$ cat config.mk
export PLATFORM = sky130hd
export DESIGN_NAME = sec_a2b_sched_flat
export DESIGN_NICKNAME = d
export VERILOG_FILES = /design/src/rtl/sec_a2b_sched_if.sv /design/src/rtl/sec_a2b_sched.sv /design/src/flat_wrapper.sv
export SDC_FILE = /design/constraint.sdc
export NUM_CORES = 1
export LEC_CHECK = 0
export ABC_CLOCK_PERIOD_IN_PS = 4400
export BUFFER_PORTS_ARGS = -buffer_cell sky130_fd_sc_hd__buf_4
export CAP_MARGIN = 20
export CORE_AREA = 2 2 257 259
export DETAILED_ROUTE_END_ITERATION = 16
export DIE_AREA = 0 0 259 261
export PLACE_DENSITY = 0.3
export SETUP_SLACK_MARGIN = 0.02
export SYNTH_ARGS = -nofsm -noshare
export SYNTH_HDL_FRONTEND = slang
export SYNTH_SLANG_ARGS = --single-unit
$ cat constraint.sdc
create_clock -name clk -period 4.4 [get_ports clk]
set_input_delay 0 -clock clk [delete_from_list [all_inputs] [get_ports clk]]
set_output_delay 0 -clock clk [all_outputs]
set_load 0.02 [all_outputs]
$ cat src/rtl/sec_a2b_sched_if.sv
// Requester-side bundle for sec_a2b_sched.
//   master : requesters (drive req_vld/req_a/rsp_rdy)
//   slave  : scheduler  (drives req_rdy/rsp_vld/rsp_z)
//   req_vld/req_rdy : operand handshake, one bit per requester
//   req_a           : per-requester 4-share arithmetic-masked operand
//   rsp_vld/rsp_rdy : result handshake, one bit per requester
//   rsp_z           : Boolean-masked result, shared by all requesters
interface sec_a2b_sched_if #(
    parameter int N_REQ     = 2,
    parameter int MASKWIDTH = 128
);
    logic [N_REQ-1:0]                req_vld;
    logic [N_REQ-1:0]                req_rdy;
    logic [N_REQ-1:0][MASKWIDTH-1:0] req_a;
    logic [N_REQ-1:0]                rsp_vld;
    logic [N_REQ-1:0]                rsp_rdy;
    logic [MASKWIDTH-1:0]            rsp_z;

    modport master (output req_vld, req_a, rsp_rdy,
                    input  req_rdy, rsp_vld, rsp_z);
    modport slave  (input  req_vld, req_a, rsp_rdy,
                    output req_rdy, rsp_vld, rsp_z);
endinterface

$ cat src/rtl/sec_a2b_sched.sv
// sec_a2b_sched: issue controller / round-robin arbiter sharing one masked
// arithmetic-to-Boolean pipeline (fixed PIPE_LAT enabled-cycle latency)
// between N_REQ requesters. Each issue is tagged; tags travel in a shadow
// pipe that advances with the datapath so results route back in order.
//
// Ports:
//   clk, rst        : clock, synchronous active-high reset
//   rq (slave)      : requester operand/result handshakes (sec_a2b_sched_if)
//   rnd_vld/rnd_take: PRNG fresh-word available / consumed
//   dp_dvld/dp_ena/dp_a : to datapath dvld / ena / i_a
//   dp_ovld/dp_z    : from datapath ovld / o_z (held while ena=0)
//   flush/flush_done: drain request / one-cycle completion pulse
//   busy            : entries in flight or not in RUN
//   err             : sticky tag-vs-dp_ovld mismatch
//
// Build option: SEC_A2B_SCRUB_EN adds a SCRUB state after DRAIN that pushes
// PIPE_LAT zero operands through the datapath to overwrite residual shares.
module sec_a2b_sched #(
    parameter int K_WIDTH   = 32,
    parameter int N_SHARES  = 4,
    parameter int N_REQ     = 2,
    parameter int PIPE_LAT  = 10,
    parameter int MASKWIDTH = K_WIDTH * N_SHARES,
    parameter int TW        = $clog2(N_REQ)
) (
    input  logic                 clk,
    input  logic                 rst,
    sec_a2b_sched_if.slave       rq,
    input  logic                 rnd_vld,
    output logic                 rnd_take,
    output logic                 dp_dvld,
    output logic                 dp_ena,
    output logic [MASKWIDTH-1:0] dp_a,
    input  logic                 dp_ovld,
    input  logic [MASKWIDTH-1:0] dp_z,
    input  logic                 flush,
    output logic                 flush_done,
    output logic                 busy,
    output logic                 err
);

`ifdef SEC_A2B_SCRUB_EN
    typedef enum logic [1:0] {S_RUN, S_DRAIN, S_SCRUB, S_DONE} state_t;
`else
    typedef enum logic [1:0] {S_RUN, S_DRAIN, S_DONE} state_t;
`endif

    state_t                      state_q, state_d;
    // Tag shadow pipe: index PIPE_LAT-1 is the head, aligned with dp_ovld/dp_z.
    logic [PIPE_LAT-1:0]         pv_q, pv_d;
    logic [PIPE_LAT-1:0][TW-1:0] pt_q, pt_d;
    logic [TW-1:0]               ptr_q, ptr_d;
    logic                        err_q, err_d;

    logic          head_vld, head_blk, any_vld, issue, in_scrub, pipe_busy;
    logic [TW-1:0] head_tag, win, win_nxt;

    assign head_vld  = pv_q[PIPE_LAT-1];
    assign head_tag  = pt_q[PIPE_LAT-1];
    assign pipe_busy = |pv_q;
    // A result that cannot be delivered freezes everything behind it.
    assign head_blk  = head_vld & ~rq.rsp_rdy[head_tag];

    // Round-robin: scan from ptr_q upward; descending loop lets the lowest
    // offset overwrite, so the first valid at/after the pointer wins.
    always_comb begin
        win     = ptr_q;
        any_vld = 1'b0;
        for (int k = N_REQ - 1; k >= 0; k--) begin
            if (rq.req_vld[(int'(ptr_q) + k) % N_REQ]) begin
                win     = TW'((int'(ptr_q) + k) % N_REQ);
                any_vld = 1'b1;
            end
        end
    end

    assign win_nxt = (win == TW'(N_REQ - 1)) ? '0 : win + 1'b1;

`ifdef SEC_A2B_SCRUB_EN
    localparam int CW = $clog2(PIPE_LAT);
    logic [CW-1:0] scnt_q, scnt_d;

    assign in_scrub = (state_q == S_SCRUB);

    always_comb begin
        scnt_d = '0;
        if (in_scrub) scnt_d = dp_ena ? scnt_q + 1'b1 : scnt_q;
    end
`else
    assign in_scrub = 1'b0;
`endif

    // Handshake / datapath drive. Everything is gated by rst so outputs are
    // quiet for the whole reset cycle, not just after it.
    always_comb begin
        dp_ena     = ~rst & rnd_vld & ~head_blk;
        issue      = dp_ena & any_vld & (state_q == S_RUN);
        rnd_take   = dp_ena & (issue | pipe_busy | in_scrub);
        dp_dvld    = issue;
        dp_a       = issue ? rq.req_a[win] : '0;
        rq.req_rdy = '0;
        if (issue) rq.req_rdy[win] = 1'b1;
        rq.rsp_vld = '0;
        rq.rsp_z   = '0;
        if (head_vld && !rst) begin
            rq.rsp_vld[head_tag] = 1'b1;
            rq.rsp_z             = dp_z;
        end
        flush_done = ~rst & (state_q == S_DONE);
        busy       = ~rst & (pipe_busy | (state_q != S_RUN));
        err        = ~rst & err_q;
    end

    // Next state for tag pipe, pointer, error flag and flush FSM.
    always_comb begin
        pv_d    = pv_q;
        pt_d    = pt_q;
        ptr_d   = issue ? win_nxt : ptr_q;
        err_d   = err_q | (dp_ena & (head_vld != dp_ovld));
        state_d = state_q;
        if (dp_ena) begin
            pv_d = {pv_q[PIPE_LAT-2:0], issue};
            pt_d = {pt_q[PIPE_LAT-2:0], (issue ? win : TW'(0))};
        end
        case (state_q)
            S_RUN:   if (flush) state_d = S_DRAIN;
`ifdef SEC_A2B_SCRUB_EN
            S_DRAIN: if (!pipe_busy) state_d = S_SCRUB;
            S_SCRUB: if (dp_ena && scnt_q == CW'(PIPE_LAT - 1)) state_d = S_DONE;
`else
            S_DRAIN: if (!pipe_busy) state_d = S_DONE;
`endif
            S_DONE:  state_d = S_RUN;
            default: state_d = S_RUN;
        endcase
    end

    always_ff @(posedge clk) begin
        if (rst) begin
            state_q <= S_RUN;
            pv_q    <= '0;
            pt_q    <= '0;
            ptr_q   <= '0;
            err_q   <= 1'b0;
`ifdef SEC_A2B_SCRUB_EN
            scnt_q  <= '0;
`endif
        end else begin
            state_q <= state_d;
            pv_q    <= pv_d;
            pt_q    <= pt_d;
            ptr_q   <= ptr_d;
            err_q   <= err_d;
`ifdef SEC_A2B_SCRUB_EN
            scnt_q  <= scnt_d;
`endif
        end
    end

endmodule

$ cat src/flat_wrapper.sv
// flat-port wrapper written by rule: the top's interface ports become plain ports
module sec_a2b_sched_flat 
#(
    parameter int K_WIDTH   = 32,
    parameter int N_SHARES  = 4,
    parameter int N_REQ     = 2,
    parameter int PIPE_LAT  = 10,
    parameter int MASKWIDTH = K_WIDTH * N_SHARES,
    parameter int TW        = $clog2(N_REQ)
)
  (clk, rst, rnd_vld, rnd_take, dp_dvld, dp_ena, dp_a, dp_ovld, dp_z, flush, flush_done, busy, err, rq_req_vld, rq_req_a, rq_rsp_rdy, rq_req_rdy, rq_rsp_vld, rq_rsp_z);
  sec_a2b_sched_if #(.N_REQ(N_REQ), .MASKWIDTH(MASKWIDTH)) rq_i ();
  input  logic clk;
  input  logic rst;
  input  logic rnd_vld;
  output logic rnd_take;
  output logic dp_dvld;
  output logic dp_ena;
  output logic [MASKWIDTH-1:0] dp_a;
  input  logic dp_ovld;
  input  logic [MASKWIDTH-1:0] dp_z;
  input  logic flush;
  output logic flush_done;
  output logic busy;
  output logic err;
  input wire logic [$bits(rq_i.req_vld)-1:0] rq_req_vld;
  input wire logic [$bits(rq_i.req_a)-1:0] rq_req_a;
  input wire logic [$bits(rq_i.rsp_rdy)-1:0] rq_rsp_rdy;
  output wire logic [$bits(rq_i.req_rdy)-1:0] rq_req_rdy;
  output wire logic [$bits(rq_i.rsp_vld)-1:0] rq_rsp_vld;
  output wire logic [$bits(rq_i.rsp_z)-1:0] rq_rsp_z;
  assign rq_i.req_vld = rq_req_vld;
  assign rq_i.req_a = rq_req_a;
  assign rq_i.rsp_rdy = rq_rsp_rdy;
  assign rq_req_rdy = rq_i.req_rdy;
  assign rq_rsp_vld = rq_i.rsp_vld;
  assign rq_rsp_z = rq_i.rsp_z;
  sec_a2b_sched #(.K_WIDTH(K_WIDTH), .N_SHARES(N_SHARES), .N_REQ(N_REQ), .PIPE_LAT(PIPE_LAT), .MASKWIDTH(MASKWIDTH), .TW(TW)) u_core (.clk(clk), .rst(rst), .rq(rq_i), .rnd_vld(rnd_vld), .rnd_take(rnd_take), .dp_dvld(dp_dvld), .dp_ena(dp_ena), .dp_a(dp_a), .dp_ovld(dp_ovld), .dp_z(dp_z), .flush(flush), .flush_done(flush_done), .busy(busy), .err(err));
endmodule
==> results.md <==
* Outcome: completed
* Vias per cell at 3.287
* Clock sink count at 24
* Reg2reg start: u_core.pv_q[9]
* # rows at 94
* Final worst setup slack at 1.711 ns
* Max Freq at 371.9 MHz
* Worst clock skew at 0.001703 ns
* Crit. Startpoint: u_core.pv_q[9]
* Remaining Overflow, GRT at 0
* Async S/R FF share, synth at 0%
* Post-Place Worst Slack at 1.891 ns
* Syn nets at 1,096
* Mean area per synthesized cell at 5.754 µm²
* Top cells by count, synth: nand2_1, and3_1, a21oi_2
* Initial antenna violation count at 6
* Number of synthesized flops with an enable pin at 0
* Routability cong. at 0.8473
* Setup TNS at 0 ns
* LEAKAGE at 5.262 nW
* Root Driver: clkbuf_16
* Fin. Hold Viols at 0
* H-tree lvl count at 1
* Fillcell total at 7,554
* Pre-antenna DRT Iters at 4
* Critical Path Sink Type: output pin
* Worst Hold Depth at 3
* Syn. warnings at 0
* I/O pins at 659
* Kind of critical path: flip-flop to output pin
* Maximum clock insertion buffer count at 2
* Post-route DRC at 0
* IO buf count at 658
* Cts repair resizes at 0
* Worst vdd ir at 0.1253 mV
* Latest clock arrival within the worst-skew pair at 0.26 ns
* Post-cts hold buffer count at 0
* CTS tree: done
* Actual slew at the worst max-slew pin at 0.8658 ns
* Synthesis-stage register bit count at 24
* Max_slew headroom at 42.28%
* Placed cells at 2,159
* RSZ-0062 raised after global routing: false
* Drt wl/cell at 16.60 µm
* Top post-synthesis cells by area: nand2_1, and3_1, a21oi_2, dfxtp_1, a21oi_1
* Initial Util at 6.219%
* Via count at 7,117
* Pwr Density at 137.0 mW/mm²
* Top_reg_cell synth: dfxtp_1
* DP HPWL at 29,840 µm
* Chip height at 261 µm
* WP data required at 4.40 ns
* Cell Area, Synth at 0.004045 mm²
* Core area at 0.06504 mm²
* First-pass GRT wire length at 49,020 µm
* Worst R2R End: u_core.pt_q[0]
* R2r setup slk at 2.08 ns
* Max-cap violations at 0
* Synth top area share at 26.72%
* Worst setup SP type: flip-flop
* Tot GR Track Use at 9.651%
* WL final at 35,950 µm
* Hold EP: u_core.state_q[0]
* Total CTS buffers at 3
* 1st-iter DRT viols at 312
* Layout Area Growth over Synthesis at 146.4%
* Yosys cell types at 28
* Register area share after synthesis at 11.88%
* Non-Filler Instances at 2,165
* Cells after Synth at 703
* Die ar. at 0.06760 mm²
* CP Max Fanout at 67
* HP Start: flush
* Share of cells above drive strength 1 at 59.43%
* Top-count cell post-synth: nand2_1
* Post CTS Setup Buffer Count at 0
* Vias in the first global route at 7,425
* Reg clk slew, reported paths at 0.07 ns
* Tmin final at 2.689 ns
* Final setup fails at 0
* Nets at 1,693
* Final ANT Viol Nets at 0
* Crit share post-route at 61.11%
* Final max-slew violation count at 0
* Cell taking the most area after synthesis: nand2_1
* WP data arrival at 2.69 ns
* Largest net degree at the start of global routing at 130
* Worst reg-to-reg path cell count at 5
* Die Width at 259 µm
* Worst Hold Class: primary input to flip-flop
[registers in the layout (all words and copies together), names as in the netlist]
signal           flops
u_core.state_q       2
u_core.err_q         1
u_core.ptr_q         1
u_core.pv_q         10
u_core.head_tag      1
u_core.pt_q          9
[cells by family after synthesis]
group	share of synthesized area (%)
and+or+nand+nor	49.03
AOI/OAI and AO/OA	29.17
buffers and inverters	9.434
DFF	11.88
xor gates and xnor gates	0.2166
muxes	0.2784
[worst max path at each step]
stage                endpoint  slack (ns)  cells after the start
finish               dp_a[11]        1.71                      6
global placement     dp_a[24]        1.88                      6
floorplan           dp_a[119]        2.75                      6
CTS                  dp_a[11]        1.61                      6
global route         dp_a[24]        1.48                      6
detailed placement   dp_a[11]        1.89                      6
[per-layer routing]
layer | vias to the layer above | track usage, % | routed length, µm
met3 | 22 | 4.539 | 4028
met1 | 3240 | 10.63 | 13370
li1 | 3537 | - | -
met5 | - | 0 | 13
met4 | 2 | 1.268 | 336
met2 | 316 | 17.24 | 18200
[power by group]
group | total (mW) | internal, mW | leakage, nW | switching (mW)
Sequential | 0.236 | 0.223 | 0.195 | 0.0127
Combinational | 0.888 | 0.416 | 5.02 | 0.472
Clock | 0.241 | 0.158 | 0.0493 | 0.0832
Total | 1.37 | 0.798 | 5.26 | 0.568
[layout by cell type, fill, tap and decap left out, drive strengths merged, types with 2 or more instances in the layout]
cell type	netlist	routed
nand2	288	288
clkbuf	66	4
dfxtp	24	24
nor2	5	5
o21ai	5	5
a21oi	149	149
nor2b	2	2
nand2b	2	2
inv	3	3
nor3	2	2
and3	130	130
a21o	2	2
buf	12	670
or4	2	2
diode	0	2
[stage by stage]
stage	total power [mW]	hold slack [ns]	instance area (µm²)	utilization (%)
floorplan	0.6394	0.1364	4045	-
global placement	1.149	0.2927	9863	15.16
detailed placement	1.143	0.2897	9863	15.16
CTS	1.392	0.02018	9963	15.32
global route	1.462	0.03502	9968	15.33
finish	1.365	0.01733	9968	15.33
[critical path, cell delays in order, from the launching register on]
cell	delay [ns]
dfxtp_4	0.72
inv_1	0.20
o21ai_2	0.22
or3_4	0.60
buf_4	0.39
a21oi_1	0.09
buf_4	0.17
[final cells by class]
class | count | area [µm²] | area share (%)
timing repair buffer | 670 | 5080 | 50.96
multi-input combinational | 598 | 3207 | 32.17
tap | 864 | 1081 | 10.84
sequential | 24 | 484.2 | 4.858
clock buffer | 4 | 100.1 | 1.004
inverter | 3 | 11.26 | 0.1130
antenna | 2 | 5.005 | 0.05021
No activity file was read; power rests on OpenSTA's default activity.
